<file path="src/rtl/sram_arbiter_pkg.sv">
// Shared types and default widths for the two-port SRAM arbiter.
package sram_arbiter_pkg;

    localparam int DEF_ADDR_W = 10;
    localparam int DEF_DATA_W = 8;

    // Controller phase: INIT clears the array (optionally), RUN serves requesters.
    typedef enum logic {
        INIT = 1'b0,
        RUN  = 1'b1
    } state_t;

    // Identifies which requester a command or response belongs to.
    typedef logic port_id_t;

    localparam port_id_t PORT0 = 1'b0;
    localparam port_id_t PORT1 = 1'b1;

endpackage

</file>
<file path="src/rtl/sram_rr_arb2.sv">
// Two-way round-robin grant. A lone requester is granted immediately; on a
// conflict the port that was not granted most recently wins.
module sram_rr_arb2
    import sram_arbiter_pkg::*;
(
    input  logic clk,
    input  logic rst_n,
    input  logic enable,
    input  logic valid0,
    input  logic valid1,
    output logic grant0,
    output logic grant1
);

    // Port that wins the next conflict; port 0 after reset.
    port_id_t prio;

    // Grant decision from current requests and the priority pointer.
    always_comb begin
        grant0 = 1'b0;
        grant1 = 1'b0;
        if (enable) begin
            if (valid0 && valid1) begin
                grant0 = (prio == PORT0);
                grant1 = (prio == PORT1);
            end else begin
                grant0 = valid0;
                grant1 = valid1;
            end
        end
    end

    // Pointer moves to the other port only when a grant is actually taken.
    always_ff @(posedge clk or negedge rst_n) begin
        if (!rst_n) begin
            prio <= PORT0;
        end else if (grant0) begin
            prio <= PORT1;
        end else if (grant1) begin
            prio <= PORT0;
        end
    end

endmodule

</file>
<file path="src/rtl/sram_arbiter.sv">
// Two-requester front end for a single-port synchronous SRAM: optional
// zero-fill after reset, round-robin command acceptance, and a two-deep tag
// pipeline that routes read data back to the issuing requester.
module sram_arbiter
    import sram_arbiter_pkg::*;
#(
    parameter int ADDR_W         = DEF_ADDR_W,
    parameter int DATA_W         = DEF_DATA_W,
    parameter int CLEAR_ON_RESET = 1
) (
    input  logic              clk,
    input  logic              rst_n,

    input  logic              req0_valid,
    output logic              req0_ready,
    input  logic              req0_we,
    input  logic [ADDR_W-1:0] req0_addr,
    input  logic [DATA_W-1:0] req0_wdata,

    input  logic              req1_valid,
    output logic              req1_ready,
    input  logic              req1_we,
    input  logic [ADDR_W-1:0] req1_addr,
    input  logic [DATA_W-1:0] req1_wdata,

    output logic              rsp0_valid,
    output logic [DATA_W-1:0] rsp0_rdata,
    output logic              rsp1_valid,
    output logic [DATA_W-1:0] rsp1_rdata,

    output logic              sram_csb0,
    output logic              sram_web0,
    output logic [ADDR_W-1:0] sram_addr0,
    output logic [DATA_W-1:0] sram_din0,
    input  logic [DATA_W-1:0] sram_dout0,

    output logic              init_done
);

    state_t            state;
    state_t            state_nxt;
    logic [ADDR_W-1:0] clr_cnt;

    logic              grant0;
    logic              grant1;
    logic              accept;
    port_id_t          cmd_port;
    logic              cmd_we;
    logic [ADDR_W-1:0] cmd_addr;
    logic [DATA_W-1:0] cmd_wdata;

    // In-flight read tags: p0 = command on the SRAM pins, p1 = SRAM executing.
    logic              rd_vld_p0;
    port_id_t          rd_port_p0;
    logic              rd_vld_p1;
    port_id_t          rd_port_p1;

    sram_rr_arb2 u_arb (
        .clk    (clk),
        .rst_n  (rst_n),
        .enable (state == RUN),
        .valid0 (req0_valid),
        .valid1 (req1_valid),
        .grant0 (grant0),
        .grant1 (grant1)
    );

    assign req0_ready = grant0;
    assign req1_ready = grant1;

    // Select the winning command; grants are one-hot so grant1 picks the port.
    always_comb begin
        accept    = grant0 | grant1;
        cmd_port  = grant1 ? PORT1 : PORT0;
        cmd_we    = grant1 ? req1_we    : req0_we;
        cmd_addr  = grant1 ? req1_addr  : req0_addr;
        cmd_wdata = grant1 ? req1_wdata : req0_wdata;
    end

    // Leave INIT after the last clear write, or immediately when clearing is off.
    always_comb begin
        state_nxt = state;
        case (state)
            INIT: begin
                if (CLEAR_ON_RESET == 0 || clr_cnt == '1) begin
                    state_nxt = RUN;
                end
            end
            RUN:     state_nxt = RUN;
            default: state_nxt = INIT;
        endcase
    end

    // State, clear address counter and the sticky init_done flag.
    always_ff @(posedge clk or negedge rst_n) begin
        if (!rst_n) begin
            state     <= INIT;
            clr_cnt   <= '0;
            init_done <= 1'b0;
        end else begin
            state     <= state_nxt;
            init_done <= (state_nxt == RUN);
            if (state == INIT) begin
                clr_cnt <= clr_cnt + 1'b1;
            end
        end
    end

    // SRAM pins: clear writes during INIT, accepted commands during RUN, idle otherwise.
    always_ff @(posedge clk or negedge rst_n) begin
        if (!rst_n) begin
            sram_csb0  <= 1'b1;
            sram_web0  <= 1'b1;
            sram_addr0 <= '0;
            sram_din0  <= '0;
        end else if (state == INIT) begin
            if (CLEAR_ON_RESET != 0) begin
                sram_csb0  <= 1'b0;
                sram_web0  <= 1'b0;
                sram_addr0 <= clr_cnt;
                sram_din0  <= '0;
            end else begin
                sram_csb0 <= 1'b1;
                sram_web0 <= 1'b1;
            end
        end else if (accept) begin
            sram_csb0  <= 1'b0;
            sram_web0  <= ~cmd_we;
            sram_addr0 <= cmd_addr;
            sram_din0  <= cmd_wdata;
        end else begin
            sram_csb0 <= 1'b1;
            sram_web0 <= 1'b1;
        end
    end

    // Tag pipeline follows each read through the SRAM's two-edge latency.
    always_ff @(posedge clk or negedge rst_n) begin
        if (!rst_n) begin
            rd_vld_p0  <= 1'b0;
            rd_port_p0 <= PORT0;
            rd_vld_p1  <= 1'b0;
            rd_port_p1 <= PORT0;
        end else begin
            rd_vld_p0  <= accept & ~cmd_we;
            rd_port_p0 <= cmd_port;
            rd_vld_p1  <= rd_vld_p0;
            rd_port_p1 <= rd_port_p0;
        end
    end

    // Capture SRAM output and pulse the response of the port that issued the read.
    always_ff @(posedge clk or negedge rst_n) begin
        if (!rst_n) begin
            rsp0_valid <= 1'b0;
            rsp1_valid <= 1'b0;
            rsp0_rdata <= '0;
            rsp1_rdata <= '0;
        end else begin
            rsp0_valid <= rd_vld_p1 && (rd_port_p1 == PORT0);
            rsp1_valid <= rd_vld_p1 && (rd_port_p1 == PORT1);
            if (rd_vld_p1 && (rd_port_p1 == PORT0)) begin
                rsp0_rdata <= sram_dout0;
            end
            if (rd_vld_p1 && (rd_port_p1 == PORT1)) begin
                rsp1_rdata <= sram_dout0;
            end
        end
    end

endmodule

</file>
<file path="config.mk">
export PLATFORM = sky130hd
export DESIGN_NAME = sram_arbiter
export DESIGN_NICKNAME = d
export VERILOG_FILES = /design/src/rtl/sram_arbiter_pkg.sv /design/src/rtl/sram_rr_arb2.sv /design/src/rtl/sram_arbiter.sv
export SDC_FILE = /design/constraint.sdc
export NUM_CORES = 1
export LEC_CHECK = 0
export BUFFER_PORTS_ARGS = -buffer_cell sky130_fd_sc_hd__buf_4
export CAP_MARGIN = 20
export CORE_UTILIZATION = 23
export DETAILED_ROUTE_END_ITERATION = 8
export PLACE_DENSITY = 0.41
export SLEW_MARGIN = 20
export SYNTH_ARGS = -nofsm -noshare
export SYNTH_HDL_FRONTEND = slang
export SYNTH_SLANG_ARGS = --single-unit
</file>
<file path="constraint.sdc">
create_clock -name clk -period 1.4 [get_ports clk]
set_input_delay 0.07 -clock clk [delete_from_list [all_inputs] [get_ports clk]]
set_output_delay 0.07 -clock clk [all_outputs]
set_load 0.02 [all_outputs]
</file>
==> out/metrics.cfg, run 1 <==
[setup_path]
slowest_delay_ns=0.40
crit_path_top_delay_cell=dfrtp_1
cp-end-kind=register
arrival_ns=1.54
critPathKind=reg2reg
worstSetupStartpointType=register
critPathLaunch=u_arb.prio
crit-reg2reg-launch=u_arb.prio
crit_path_max_fanout=6
critPathTopFamily=flip-flops
cp.required_ns=1.57
critical_path_buf_inv_count=2
path_cells=o211ai_2 -> buf_12 -> buf_8 -> mux2i_2 -> o221ai_1

[route]
wl_per_cell_um=12.89
drtIter0Drc=34
final_antenna_net_count=0
viasPerCell=4.063
drt-total-wl_mm=5.556
firstDrtPassIters=4
drc=0
dr_total_vias=1751

[power]
internal-power_mw=2.150
powerDensity_nw_per_um2=798.8
swShare_pct=22.45
p_seq_share_pct=57.4
comb_power_share_pct=10.3
p_leak_nw=1.765
ir_drop_mv=0.3935
p_clk_share_pct=32.2
p_sw_mw=0.6225

[finish]
final_cell_area_sq_um=3471
area_delta_synth_final_pct=51.75
n_antenna_cell=0
layout-drive-gt1-share_pct=46.98
nets=348
fin_util_pct=35.84

[placed_design]
gp_congestion=0.7163
place_area_sq_um=3206
hpwl_mm=4.096
dpl_worst_slack_ns=0.06223
numPortBuffers=90

[min_path]
hold_class=in2reg
worstHoldStart=req1_wdata[0]

[sta]
timing.hold.ws_ns=0.05662
skew_ns=0.003210
drv_slew=0
rsz0062_at_grt=true
hold_violations=0
maxSlewHeadroom_pct=74.00
period_needed_ns=1.362
fmaxAchievable_ghz=0.7343
worst_pin_slew_ns=0.3900
setup_viol=0
post-route-period-util_pct=97.27
finalWorstSetupSlack_ns=0.03818

[yosys]
ys.flop_type=dfrtp_1
ys_seq_area_share_pct=59.19
syn-cell-area_sq_um=2287
synthArstFlopShare_pct=100.0
ys_ff_latch=54
avgSynthCellArea_sq_um=12.50
synthCells=183
syn-num-nets=234
synth_edf_count=0
synthTopCellsByArea=dfrtp_1, mux2_2, mux2i_1
yosys.cell_types.count=29
yosys.area.top_type=dfrtp_1
synth_top_area_share_pct=56.89
yosysWarnings=0

[floorplanning]
core_area_sq_um=9684
num_io_pins=91
die_area_sq_um=10350
die_h_um=101.7
die_x_um=101.7
initial_core_util_pct=23.62
rows=36

[global_route]
grt_pass1_vias=1733
grt_usage_pct=10.95
grt_max_degree=29
globalRouteOverflowTotal=0
antenna_found_initial=0
grt_pass1_wl_mm=8.763

[run]
cap_violations=0

[cts]
worstSkewPairLatency_ns=0.30
tritoncts=built
cts_buffers=5
htree_levels=2
root_buffer=clkbuf_8
clockBufferDepth=2
clock_sinks=54
clk_pin_slew_ns=0.09

[outcome]
status=complete, no violations

==> Yosys cell counts, types with 2 or more instances <==
cell      number
nor2b_1        2
buf_4          3
and3_1         2
o221ai_1       8
nand3_1       18
dfrtp_1       52
inv_1         12
xnor2_1        9
dfstp_2        2
mux2_2        17
nand2_1        4
a21oi_1        2
o21ai_0       10
mux2i_1       19
nand2b_1       2
and2_1         2
nor2_1         2
nand4_1        2
buf_2          4
clkbuf_1       2
==> layout by cell type (no fill, tap or decap), types with 2 or more instances in the layout <==
cell,count
mux2i_1,18
nand2b_1,2
and3_1,2
nor2b_1,2
nand2_1,3
nor2_1,2
buf_4,100
dfstp_2,2
dfrtp_1,51
buf_6,2
mux2_2,17
buf_12,3
and2_1,2
xnor2_1,9
o221ai_1,8
inv_1,12
o21ai_0,10
buf_8,2
nand4_1,2
nand3_1,18
clkbuf_8,6
dlygate4sd3_1,9
==> area by class of cell <==
type,count,area [sq um]
Fill cell,986,6213
Sequential cell,54,1355
Timing Repair Buffer,116,953.4
Multi-Input combinational cell,108,859.6
Tap cell,133,166.4
Clock buffer,7,86.33
Inverter,12,45.04
Clock inverter,1,5.005
==> cells by family after synthesis <==
group,count (synthesis),share of synthesized area [%]
fa+ha+maj,1,0.5470
compound gates,26,7.714
mux,36,16.68
xor+xnor,9,3.447
simple gates,36,8.260
buf+inv,21,4.157
flops,54,59.19
==> state kept, by name (all words and copies together) (netlist names), 8 cells and up <==
| name | flops |
|---|---|
| rsp0_rdata | 8 |
| rsp1_rdata | 8 |
| sram_addr0 | 10 |
| sram_din0 | 8 |
| clr_cnt | 10 |
==> power by group through the flow <==
stage                     logic, mW  registers (mW)  clock network (mW)
final                         0.286            1.59               0.894
after global routing          0.312            1.60                1.02
after CTS                     0.292            1.59               0.948
after detailed placement      0.271            1.62                   0
after global placement        0.271            1.62                   0
after floorplan              0.0400            1.65                   0
==> metal layers <==
layer,vias up,part of all wire [%],GRT usage (%)
li1,870,-,-
met1,824,48,15.51
met2,57,47,16.63
met3,0,5.1,2.415
met4,0,0,3.344
met5,-,0,0
==> metrics by stage <==
step	instances	setup TNS [ns]	total power, mW
after floorplan	183	0	1.694
final	431	0	2.773
after detailed placement	410	0	1.895
after global routing	431	-0.2251	2.925
after global placement	410	0	1.894
after CTS	432	-0.005190	2.833
==> final timing paths <==
check | endpoint | slack (ns) | cells past startpoint
max | sram_addr0[6] | 0.04 | 5
min | sram_din0[0] | 0.06 | 3
max reg2reg | sram_addr0[6] | 0.04 | 5
min reg2reg | rd_vld_p1 | 0.36 | 0
max in group asynchronous | sram_csb0 | 0.60 | 3
min in group asynchronous | rsp1_valid | 0.23 | 2
==> timing repair <==
| item | in CTS | in global routing |
|---|---|---|
| gates resized for setup | 3 | 8 |
| hold buffers | 9 | 0 |
| hold endpoints to repair | 43 | 0 |
| setup buffers | 5 | 0 |
| gates cloned | 0 | 0 |
| pin swaps | 1 | 2 |
| setup endpoints to repair | 2 | 18 |
==> worst reg2reg max path, stage by stage, from the launching register on <==
cell	delay, ns
dfrtp_1	0.40
o211ai_2	0.23
buf_12	0.16
buf_8	0.11
mux2i_2	0.20
o221ai_1	0.14
Note: power is estimated with default switching activity, not from simulation.
==> run 2, diff against run 1 <==
==> constraint.sdc (replaced) <==
create_clock -name clk -period 1.4 [get_ports clk]
set_input_delay 0 -clock clk [delete_from_list [all_inputs] [get_ports clk]]
set_output_delay 0 -clock clk [all_outputs]
set_load 0.02 [all_outputs]
==> run 2 against run 1 <==
  * Cell count is 5.3% higher
  * Setup slack better by 0.0021 ns
  * Utilization is 2.3 points higher
  * Register-to-register slack better by 0.05 ns
  * Sequential power hardly changed
  * Global-route usage is 0.43 points higher
  * The flow now finishes with violations (hold timing)
  * Clock skew is 0.0028 ns higher
  * Critical path depth is 1 lower
  * Clock-buffer cell count is 1 higher
  * Maximum frequency is 0.16% higher
  * Combinational power is 18% higher
==> out/metrics.cfg, run 2 (synthesized netlist as in run 1, its figures left out) <==
[route]
drt-total-wl_mm=5.639  ; +1.5%
final_antenna_net_count=0  ; unchanged
drc=0  ; unchanged
firstDrtPassIters=4  ; unchanged
dr_total_vias=1859  ; +6.2%
viasPerCell=4.095  ; +0.79%
drtIter0Drc=15  ; -56%
wl_per_cell_um=12.42  ; -3.6%

[outcome]
violations=hold timing
status=finished, violations left

[floorplanning]
num_io_pins=91  ; unchanged
rows=36  ; unchanged
initial_core_util_pct=23.62  ; unchanged
core_area_sq_um=9684  ; unchanged
die_area_sq_um=10350  ; unchanged
die_h_um=101.7  ; unchanged
die_x_um=101.7  ; unchanged

[min_path]
hold_class=in2reg

[finish]
fin_util_pct=38.18  ; +2.3 points
final_cell_mix=buf_4, dfrtp_1, dlygate4sd3_1, nand3_1
area_delta_synth_final_pct=61.65
nets=371  ; +6.6%
multiInputGateArea_sq_um=877.1  ; +2.0%
seqCellArea_sq_um=1354  ; about the same
layout-drive-gt1-share_pct=43.93  ; -3.1 points
reg_top3=clr_cnt x10, sram_addr0 x10
layout_commonest_cell=buf_4
final_cell_area_sq_um=3697  ; +6.5%
nFillCells=984  ; -0.20%
n_antenna_cell=0  ; unchanged

[sta]
period_needed_ns=1.360  ; -0.002139 ns
drv_slew=0  ; unchanged
skew_ns=0.005987  ; +0.002777 ns
finalSetupTns_ns=0  ; unchanged
timing.hold.ws_ns=-0.002677  ; -0.05930 ns
fmaxAchievable_ghz=0.7355  ; +0.16%
maxSlewHeadroom_pct=54.60  ; -19 points
hold_violations=1  ; +1
post-route-period-util_pct=97.12  ; -0.15 points
rsz0062_at_grt=true
setup_viol=0  ; unchanged
worst_pin_slew_ns=0.6809  ; +0.2909 ns

[setup_path]
critPathKind=reg2out
crit_path_max_fanout=12  ; +6
cp-end-kind=output pin
worstSetupStartpointType=register
cp.required_ns=1.40  ; -0.17 ns
arrival_ns=1.36  ; -0.18 ns

[placed_design]
gp_congestion=0.7044  ; -1.7%
hpwl_mm=3.965  ; -3.2%
numPortBuffers=90  ; unchanged
place_area_sq_um=3186  ; -0.62%

[cts]
tritoncts=built
root_buffer=clkbuf_8
cts_buffers=5  ; unchanged
htree_levels=2  ; unchanged
worstSkewPairLatency_ns=0.30  ; about the same
clock_sinks=54  ; unchanged
clockBufferDepth=2  ; unchanged
clk_pin_slew_ns=0.10  ; about the same

[power]
p_leak_nw=1.847  ; +4.7%
ir_drop_mv=0.3755  ; -4.6%
p_total_mw=2.927  ; +5.6%
powerDensity_nw_per_um2=791.8  ; -0.88%

[global_route]
grt_usage_pct=11.38  ; +0.43 points
globalRouteOverflowTotal=0  ; unchanged
grt_pass1_vias=1846  ; +6.5%
antenna_found_initial=0  ; unchanged
grt_pass1_wl_mm=9.108  ; +3.9%
grt_max_degree=55  ; +90%

[run]
cap_violations=0  ; unchanged

[run 2: cell count changes in the layout (fill, tap and decap cells not counted), sizes merged]
cell	before	now
clkbuf	7	8
buf	107	105
clkinv	1	0
dlygate4sd3	9	34
[run 2: cell type report]
class,instances,share of cell area [%]
Timing Repair Buffer,139,30.96
Inverter,12,1.218
Clock buffer,8,2.978
Sequential cell,54,36.62
Tap cell,133,4.501
Multi-Input combinational cell,108,23.72
[run 2: final timing paths]
kind	start	endpoint	slack (ns)	cells after the start
max	state	req0_ready	0.04	4
max in group asynchronous	rst_n	clr_cnt[0]	0.67	2
min in group asynchronous	rst_n	rsp0_valid	0.28	2
max reg2reg	state	clr_cnt[5]	0.09	5
min	req0_addr[6]	sram_addr0[6]	-0.003	3
min reg2reg	rd_port_p0	rd_port_p1	0.36	0
[run 2: power by group]
group,leakage (nW),switching [mW],internal [mW]
registers,0.686,0.0104,1.58
logic,1.10,0.128,0.209
clock network,0.0575,0.497,0.500
[run 2: critical path, cell delays in order, from the launching register on]
cell,delay (ns)
dfrtp_1,0.43
buf_6,0.18
nand2_1,0.06
a21oi_1,0.20
buf_4,0.19
[run 2: stage by stage]
stage	hold slack, ns	worst slack [ns]	std cells
finish	-0.002677	0.04032	454
global route	-0.0008360	-0.02885	454
CTS	0.0001591	0.01388	452
detailed placement	0.1005	0.08317	409
global placement	0.1116	0.1020	409
floorplan	-0.2956	0.03161	183
[run 2: repair_timing]
| item | 4_1_cts | 5_1_grt |
|---|---|---|
| endpoints found under the setup margin | 2 | 8 |
| pin swaps | 1 | 2 |
| resized for setup | 1 | 8 |
| hold buffers | 34 | 0 |
| cloned | 0 | 0 |
| setup buffers | 1 | 2 |
| endpoints found under the hold margin | 81 | 0 |
[run 2: per-layer routing]
layer  vias to the layer above  track usage (%)  share of wire (%)
met5                         -                0                  0
met4                         0            3.679                1.0
met3                         5            2.346                4.7
met2                        58            17.88                 47
met1                       879            15.64                 48
li1                        917                -                  -
